$ cat config.mk
export PLATFORM = sky130hd
export DESIGN_NAME = fft_ip_feeder
export DESIGN_NICKNAME = d
export VERILOG_FILES = /design/src/rtl/fft_ip_feeder.sv
export SDC_FILE = /design/constraint.sdc
export NUM_CORES = 1
export LEC_CHECK = 0
export CELL_PAD_IN_SITES_DETAIL_PLACEMENT = 0
export CELL_PAD_IN_SITES_GLOBAL_PLACEMENT = 1
export CORE_MARGIN = 4
export CORE_UTILIZATION = 50
export CTS_BUF_LIST = sky130_fd_sc_hd__clkbuf_8 sky130_fd_sc_hd__clkbuf_16
export CTS_CLUSTER_SIZE = 14
export DETAILED_ROUTE_END_ITERATION = 8
export HOLD_SLACK_MARGIN = 0.06
export PLACE_DENSITY_LB_ADDON = 0.08
export SYNTH_ARGS = -nofsm -noshare
export SYNTH_HDL_FRONTEND = slang
export SYNTH_SLANG_ARGS = --single-unit
$ cat constraint.sdc
create_clock -name clk -period 5.9 [get_ports clk]
set_input_delay 0.59 -clock clk [delete_from_list [all_inputs] [get_ports clk]]
set_output_delay 0.59 -clock clk [all_outputs]
set_load 0.01 [all_outputs]
$ cat src/rtl/fft_ip_feeder.sv
// Frame assembler for the radix-2 SDF fft core: buffers 2^N samples per frame in a
// ping-pong memory and replays each frame as a gapless burst with a start pulse.
module fft_ip_feeder #(
  parameter int unsigned N = 3,
  parameter int unsigned W = 32
) (
  input  logic         clk,
  input  logic         rst_n,
  input  logic [W-1:0] in_data,
  input  logic         in_valid,
  output logic         in_ready,
  input  logic         in_flush,
  output logic [W-1:0] op_data,
  output logic         op_start,
  output logic         op_valid,
  output logic [15:0]  frame_cnt
);

  localparam int unsigned L     = 1 << N;
  localparam int unsigned IDX_W = N;
  localparam logic [IDX_W-1:0] LAST_IDX  = IDX_W'(L - 1);
  localparam logic [IDX_W-1:0] FIRST_IDX = '0;

  typedef enum logic {WR_FILL, WR_PAD} wr_state_e;
  typedef enum logic {RD_IDLE, RD_STREAM} rd_state_e;

  wr_state_e        wr_state;
  rd_state_e        rd_state;
  logic             wr_bank;
  logic             rd_bank;
  logic [IDX_W-1:0] wr_idx;
  logic [IDX_W-1:0] rd_idx;
  logic [1:0]       bank_full;

  logic [W-1:0]     mem [2][L];

  logic             accept;
  logic             wr_last;
  logic [IDX_W-1:0] wr_idx_after;
  logic             mem_we;
  logic [W-1:0]     mem_wdata;
  logic [1:0]       wr_set;
  logic [1:0]       rd_clr;

  // Write-side handshake, memory write port and bank flag set/clear requests
  always_comb begin
    in_ready     = !bank_full[wr_bank] && (wr_state == WR_FILL);
    accept       = in_valid && in_ready;
    wr_last      = (wr_idx == LAST_IDX);
    wr_idx_after = accept ? wr_idx + IDX_W'(1) : wr_idx;
    mem_we       = 1'b0;
    mem_wdata    = in_data;
    wr_set       = 2'b00;
    rd_clr       = 2'b00;
    case (wr_state)
      WR_FILL: begin
        if (accept) begin
          mem_we = 1'b1;
          if (wr_last) wr_set[wr_bank] = 1'b1;
        end
      end
      WR_PAD: begin
        mem_we    = 1'b1;
        mem_wdata = '0;
        if (wr_last) wr_set[wr_bank] = 1'b1;
      end
      default: ;
    endcase
    if (rd_state == RD_STREAM && rd_idx == LAST_IDX) rd_clr[rd_bank] = 1'b1;
  end

  always_ff @(posedge clk) begin
    if (mem_we) mem[wr_bank][wr_idx] <= mem_wdata;
  end

  // Write and read FSMs; the two banks' full flags are the only shared state
  always_ff @(posedge clk or negedge rst_n) begin
    if (!rst_n) begin
      wr_state  <= WR_FILL;
      rd_state  <= RD_IDLE;
      wr_bank   <= 1'b0;
      rd_bank   <= 1'b0;
      wr_idx    <= '0;
      rd_idx    <= '0;
      bank_full <= 2'b00;
      op_data   <= '0;
      op_start  <= 1'b0;
      op_valid  <= 1'b0;
      frame_cnt <= '0;
    end else begin
      bank_full <= (bank_full | wr_set) & ~rd_clr;

      case (wr_state)
        WR_FILL: begin
          if (accept) begin
            wr_idx <= wr_idx + IDX_W'(1);
            if (wr_last) wr_bank <= ~wr_bank;
          end
          // A flush that lands on a frame boundary has nothing to pad
          if (in_flush && wr_idx_after != FIRST_IDX) wr_state <= WR_PAD;
        end
        WR_PAD: begin
          wr_idx <= wr_idx + IDX_W'(1);
          if (wr_last) begin
            wr_bank  <= ~wr_bank;
            wr_state <= WR_FILL;
          end
        end
        default: wr_state <= WR_FILL;
      endcase

      case (rd_state)
        RD_IDLE: begin
          if (bank_full[rd_bank]) begin
            rd_state <= RD_STREAM;
            op_valid <= 1'b1;
            op_start <= 1'b1;
            op_data  <= mem[rd_bank][FIRST_IDX];
            rd_idx   <= IDX_W'(1);
          end
        end
        RD_STREAM: begin
          // rd_idx wraps to zero only on the edge after the last sample went out
          if (rd_idx == FIRST_IDX) begin
            frame_cnt <= frame_cnt + 16'd1;
            if (bank_full[rd_bank]) begin
              op_start <= 1'b1;
              op_data  <= mem[rd_bank][FIRST_IDX];
              rd_idx   <= IDX_W'(1);
            end else begin
              op_start <= 1'b0;
              op_valid <= 1'b0;
              op_data  <= '0;
              rd_state <= RD_IDLE;
            end
          end else begin
            op_start <= 1'b0;
            op_data  <= mem[rd_bank][rd_idx];
            rd_idx   <= rd_idx + IDX_W'(1);
            if (rd_idx == LAST_IDX) rd_bank <= ~rd_bank;
          end
        end
        default: rd_state <= RD_IDLE;
      endcase
    end
  end

endmodule

Word-level counts from Yosys, hierarchy flattened
Memories as Yosys holds them, arrays and structs flattened.
Cells that the tools add are included.

cells by class
  $add $sub $neg = 3
  $lt $le $gt $ge = 7
  equal/unequal tests = 6
  muxes and demuxes = 46
  bitwise operators = 10
  reductions and logical operators = 13

operator list
  operator                 count
  $mux W256                1
  $mux W32                 7
  $bmux W32 S3             1
  $demux W32 S3            1
  $pmux W32 S2             1
  $mux W1                  18
  $add A16 B1 Y16 const B  1
  $pmux W1 S2              6
  $pmux W3 S2              2
  $mux W3                  3
  $ge A4 B4 Y1 const B     2
  $not A3 Y4               2
  $logic_and A1 B1 Y1      7
  $add A3 B1 Y3 const B    2
  $eq A3 B3 Y1 const B     2
  $mux W2                  3
  $ne A2 B2 Y1 const B     3
  $reduce_and A3 Y1        2
  $not A1 Y1               5
  $lt A1 B2 Y1 const B     2
  $lt A4 B1 Y1 const B     1
  $pmux W2 S2              1
  $logic_not A3 Y1         1
  $reduce_bool A3 Y1       1
  8 further kinds          10

storage, ports and cells
  register bits after elaboration = 62
  RAM bits = 512
  input bits = 36
  output and inout bits = 51
  logic and storage cells = 97
  memories kept = 1

memory list
  memory  words  bits a word  rd ports  clocked after Yosys merged registers in  wr ports  RTL line  text
  mem     2      256          1         0                                        1         35        logic [W-1:0] mem [2][L];

Logic depth before layout (Yosys ltp)
  depth in word-level cells = 10
  mapped depth = 10
  mapped depth without buffers = 6

Worst setup path before layout
No wires, ideal clock.

  path kind = reg-to-reg
  start = register wr_bank
  end = memory mem[1][224] (netlist bit) (enable)
  library setup time = 0.461 ns
  arrival time = 3.752 ns
  data required time = 5.439 ns
  setup slack = 1.687 ns
  stages on the path, launching flop included = 6
  buffers on the path = 1
  period minus slack after synthesis = 4.213 ns
  cell sequence = dfrtp_1 clkbuf_1 mux2i_1 a21oi_1 or3b_2 nor3_1

between the ends
  longest elaborated chain between the ends = 9

RTL lines
  element                                      RTL line  text
  start, declared                              29        logic wr_bank;
  start signal, assigned                       97        if (wr_last) wr_bank <= ~wr_bank;
  start signal, assigned                       105       wr_bank <= ~wr_bank;
  $mux W1 (implied by the code) (2 in series)  47        in_ready = !bank_full[wr_bank] && (wr_state == WR_FILL);
  $logic_not A1 Y1                             47
  $logic_and A1 B1 Y1                          47
  $logic_and A1 B1 Y1                          48        accept = in_valid && in_ready;
  $mux W1                                      57        if (accept) begin
  $pmux W1 S2                                  55        case (wr_state)
  $mux W1                                      73        if (mem_we) mem[wr_bank][wr_idx] <= mem_wdata;
  $mux W256 (implied by the code)              73
  end, declared                                35

Parallel ways exist; a longest one is shown, timed or not. The select of a mux whose other input is x is not followed.

Worst setup path in the final report
  start = register rd_idx[0]
  end = register op_data[22]

between the ends
  longest elaborated chain between the ends = 6
  elaborated cells on any way between the ends = 7
  those cells by class = mux (5); bitwise (1); reduce/logical (1)

RTL lines
  element                                       RTL line  text
  start, declared                               32        logic [IDX_W-1:0] rd_idx;
  start signal, assigned                        139       rd_idx <= rd_idx + IDX_W'(1);
  $not A3 Y4 (implied by the code)              138       op_data <= mem[rd_bank][rd_idx];
  $bmux W32 S3                                  138
  $mux W32 (implied by the code) (2 in series)  138
  $mux W32 (*)                                  124       if (rd_idx == FIRST_IDX) begin
  $pmux W32 S2 (*)                              112       case (rd_state)
  end signal, assigned                          118       op_data <= mem[rd_bank][FIRST_IDX];
  end signal, assigned                          128       op_data <= mem[rd_bank][FIRST_IDX];
  end signal, assigned                          138
  end, declared                                 13        output logic [W-1:0] op_data,

Every way passes the cells marked *; elsewhere a longest branch is shown, timed or not. The select of a mux whose other input is x is not followed.
A chain may end at the register's enable or synchronous reset.

==> run metrics <==
total CTS buffers 57; row count 77; Yosys reg bits 574; Worst-path clk slew 0.06 ns; CTS sink count 574; share of cells above drive strength 1 16.7%; Peak Freq 253 MHz; Setup CP Type flip-flop to flip-flop; largest net degree at the start of global routing 111; Worst Tran Pin Value 1.21 ns; CP Max Fanout 37; FF-to-FF Start rd_idx[0]; vias in the first global route 12.1k; final wirelength 49.9 mm; final setup margin 1.94 ns; RD Place Congestion 0.744; H-tree depth 2; routing usage on met3 2.88%; Synth Instances 1271; grt met2 use 34.3%; total track usage 20.7%; CTS root buf clkbuf_16; die area 49000 sq um; final hold vios 0; RSZ-0062 raised after global routing false; Worst Setup Start Kind flip-flop; Max Cap Viol 0; Slew Viols, Final 0; Yosys warnings 0; CTS resizes 0; syn avg cell area 17.9 sq um; number of synthesized flops with an enable pin 512; DR WL/cell 24.9 um; CTS tree yes; Synth async-reset ratio 10.8%; Placeable Area 44600 sq um; DRC errors left 0; Chip Height 221 um; setup TNS 0 ns; setup-violating endpoint count in the final report 0; Worst R2R Path Depth 8; capture point of the worst path op_data[22]; initial DRC count 770; nets@finish 1408; Lkg Pwr 8.68 nW; die outline width 221 um; worst reg2reg endpoint op_data[22]; outcome finished clean; PortBufs 86; Hold-fix buffers, CTS 0; drt pass-1 iters 4; Initial Util 51.0%; ANT cells 0; register area share after synthesis 74.3%; Worst slew margin 18.8%; synthesis-to-layout area growth 15.0%; worst skew pair latency 0.60 ns; initial antenna violation count 0; Synth cell types 45; main flop type after synthesis edfxtp_1; r2r setup slk 1.94 ns; met1 usage 29.8%; IO Pins 87; post-synth design cell area 22800 sq um; Post-CTS Setup Repair Bufs 0; Worst Path Required 6.36 ns; CP endpoint kind flip-flop; Post-DRT Antenna Nets 0; DPL Wire Length 27.6 mm; Final period util 67.1%; maximum vdd drop 0.000371 V; hold crit path type primary input to async pin; Max clock buf depth 3; first-pass GRT wire length 77.3 mm; Tmin final 3.96 ns; vias per inst 5.85; GRT Residual Overflow 0; Post-Syn Nets 1313; most used routing layer met2; P per Cell Area 503 nW/um^2; DP Worst Slack 1.95 ns; Critical Path Source rd_idx[0]; Via Count 11.7k; skew final 0.0136 ns; crit path DAT 4.42 ns
registers in the layout (all words and copies together), names as in the netlist, 2 cells and up:
register   count
mem          512
op_data       32
frame_cnt     16
rd_idx         3
wr_idx         3
bank_full      2
report_power, final:
part / switching, mW / leakage [nW] / internal, mW
Sequential: 0.406 / 5.50 / 5.49
Clock: 1.47 / 0.941 / 2.05
Combinational: 2.27 / 2.24 / 1.47
Total: 4.15 / 8.68 / 9.02
cell usage in the layout (no fill, tap or decap), drive strengths merged, types with 2 or more instances in the layout:
cell,count
bufinv,6
clkbuf,59
nor2,52
nand4,5
xnor2,14
mux4,97
o2111ai,7
clkdlybuf4s50,85
mux2i,47
nand3,3
nor2b,59
o21ai,36
nand2,103
ha,6
or3b,2
buf,28
edfxtp,512
inv,18
o31ai,2
a21oi,27
dfrtp,62
xor2,3
a211oi,73
nand2b,5
nor3,6
a211o,7
clkinv,29
nand3b,3
or4,25
and3,3
mux2,11
a221oi,7
worst min-delay path by stage:
| stage | start | end | slack [ns] | cells after the start |
|---|---|---|---|---|
| 6_report | rst_n | frame_cnt[15] | 0.15 | 1 |
| 5_1_grt | rst_n | frame_cnt[15] | 0.20 | 1 |
| 4_1_cts | rst_n | frame_cnt[15] | 0.15 | 1 |
| 3_5_place_dp | frame_cnt[15] | frame_cnt[15] | 0.47 | 1 |
| 3_3_place_gp | frame_cnt[15] | frame_cnt[15] | 0.46 | 1 |
| 2_1_floorplan | rst_n | bank_full[0] | 0.29 | 0 |
final cells by class:
type,count,area (sq um)
flip-flops and latches,574,16900
clock buffers,59,1480
repair buffers,113,1070
clock inverters,47,352
multi-input cells,614,5590
well taps,592,741
inverters,6,22.5
fillers,3380,18400
Yosys cell counts, types with 2 or more instances:
| master | instances | area (sq um) |
|---|---|---|
| nand3b_1 | 3 | 22.5 |
| nor2b_1 | 59 | 369 |
| buf_6 | 5 | 56.3 |
| a221oi_1 | 7 | 61.3 |
| and3_1 | 3 | 18.8 |
| nor2_1 | 52 | 195 |
| mux2i_1 | 47 | 470 |
| xnor2_1 | 14 | 123 |
| nand4_1 | 5 | 31.3 |
| nand3_1 | 3 | 15.0 |
| mux4_2 | 97 | 2180 |
| or3b_2 | 2 | 17.5 |
| or4_1 | 25 | 188 |
| nand2_1 | 103 | 387 |
| nand2b_1 | 5 | 31.3 |
| mux2_2 | 11 | 124 |
| inv_1 | 4 | 15.0 |
| clkbuf_1 | 43 | 161 |
| edfxtp_1 | 512 | 15400 |
| a21oi_1 | 27 | 135 |
| ha_1 | 6 | 75.1 |
| o2111ai_1 | 7 | 61.3 |
| buf_4 | 4 | 30.0 |
| o31ai_1 | 2 | 15.0 |
| a211o_1 | 7 | 61.3 |
| a211oi_1 | 73 | 548 |
| o21ai_0 | 36 | 180 |
| dfrtp_1 | 62 | 1550 |
| xor2_1 | 3 | 26.3 |
| nor3_1 | 6 | 30.0 |
| buf_2 | 15 | 75.1 |
| buf_1 | 10 | 37.5 |
critical path, cell delays in order (launching register included):
cell and delay [ns]:
dfrtp_2 1.03, clkinv_1 0.16, buf_4 0.34, ha_1 0.40
nor2b_1 0.21, nand2_1 0.69, buf_4 0.41, o21ai_0 0.12
or4_1 0.41
cells by family (layout without fill, tap and decap cells):
kind of cell / after synthesis / count (layout) / synth area share [%]
AND/OR/NAND/NOR: 273 / 273 / 5.98
multiplexers: 155 / 155 / 12.2
XOR/XNOR: 17 / 17 / 0.654
flip-flops: 574 / 574 / 74.3
buffers and inverters: 83 / 225 / 1.68
AO/OA/AOI/OAI: 163 / 163 / 4.82
adder cells (fa/ha/maj): 6 / 6 / 0.330
layer usage:
| metal | wire length [um] | up-vias |
|---|---|---|
| met5 | 0 | - |
| met4 | 791 | 0 |
| met3 | 2070 | 66 |
| met2 | 24700 | 252 |
| met1 | 22400 | 6161 |
| li1 | - | 5260 |
metrics by stage:
stage / hold WS [ns] / total power, mW / instance area, sq um / cells / utilization (%)
6_report: 0.147 / 13.2 / 26200 / 2005 / 58.7
2_1_floorplan: 0.294 / 8.30 / 22800 / 1271 / -
5_1_grt: 0.201 / 13.9 / 26200 / 2005 / 58.7
3_5_place_dp: 0.465 / 9.80 / 24400 / 1899 / 54.6
4_1_cts: 0.153 / 13.3 / 26200 / 2005 / 58.7
3_3_place_gp: 0.463 / 9.72 / 24400 / 1899 / 54.6
(Power assumes the default switching activity.)
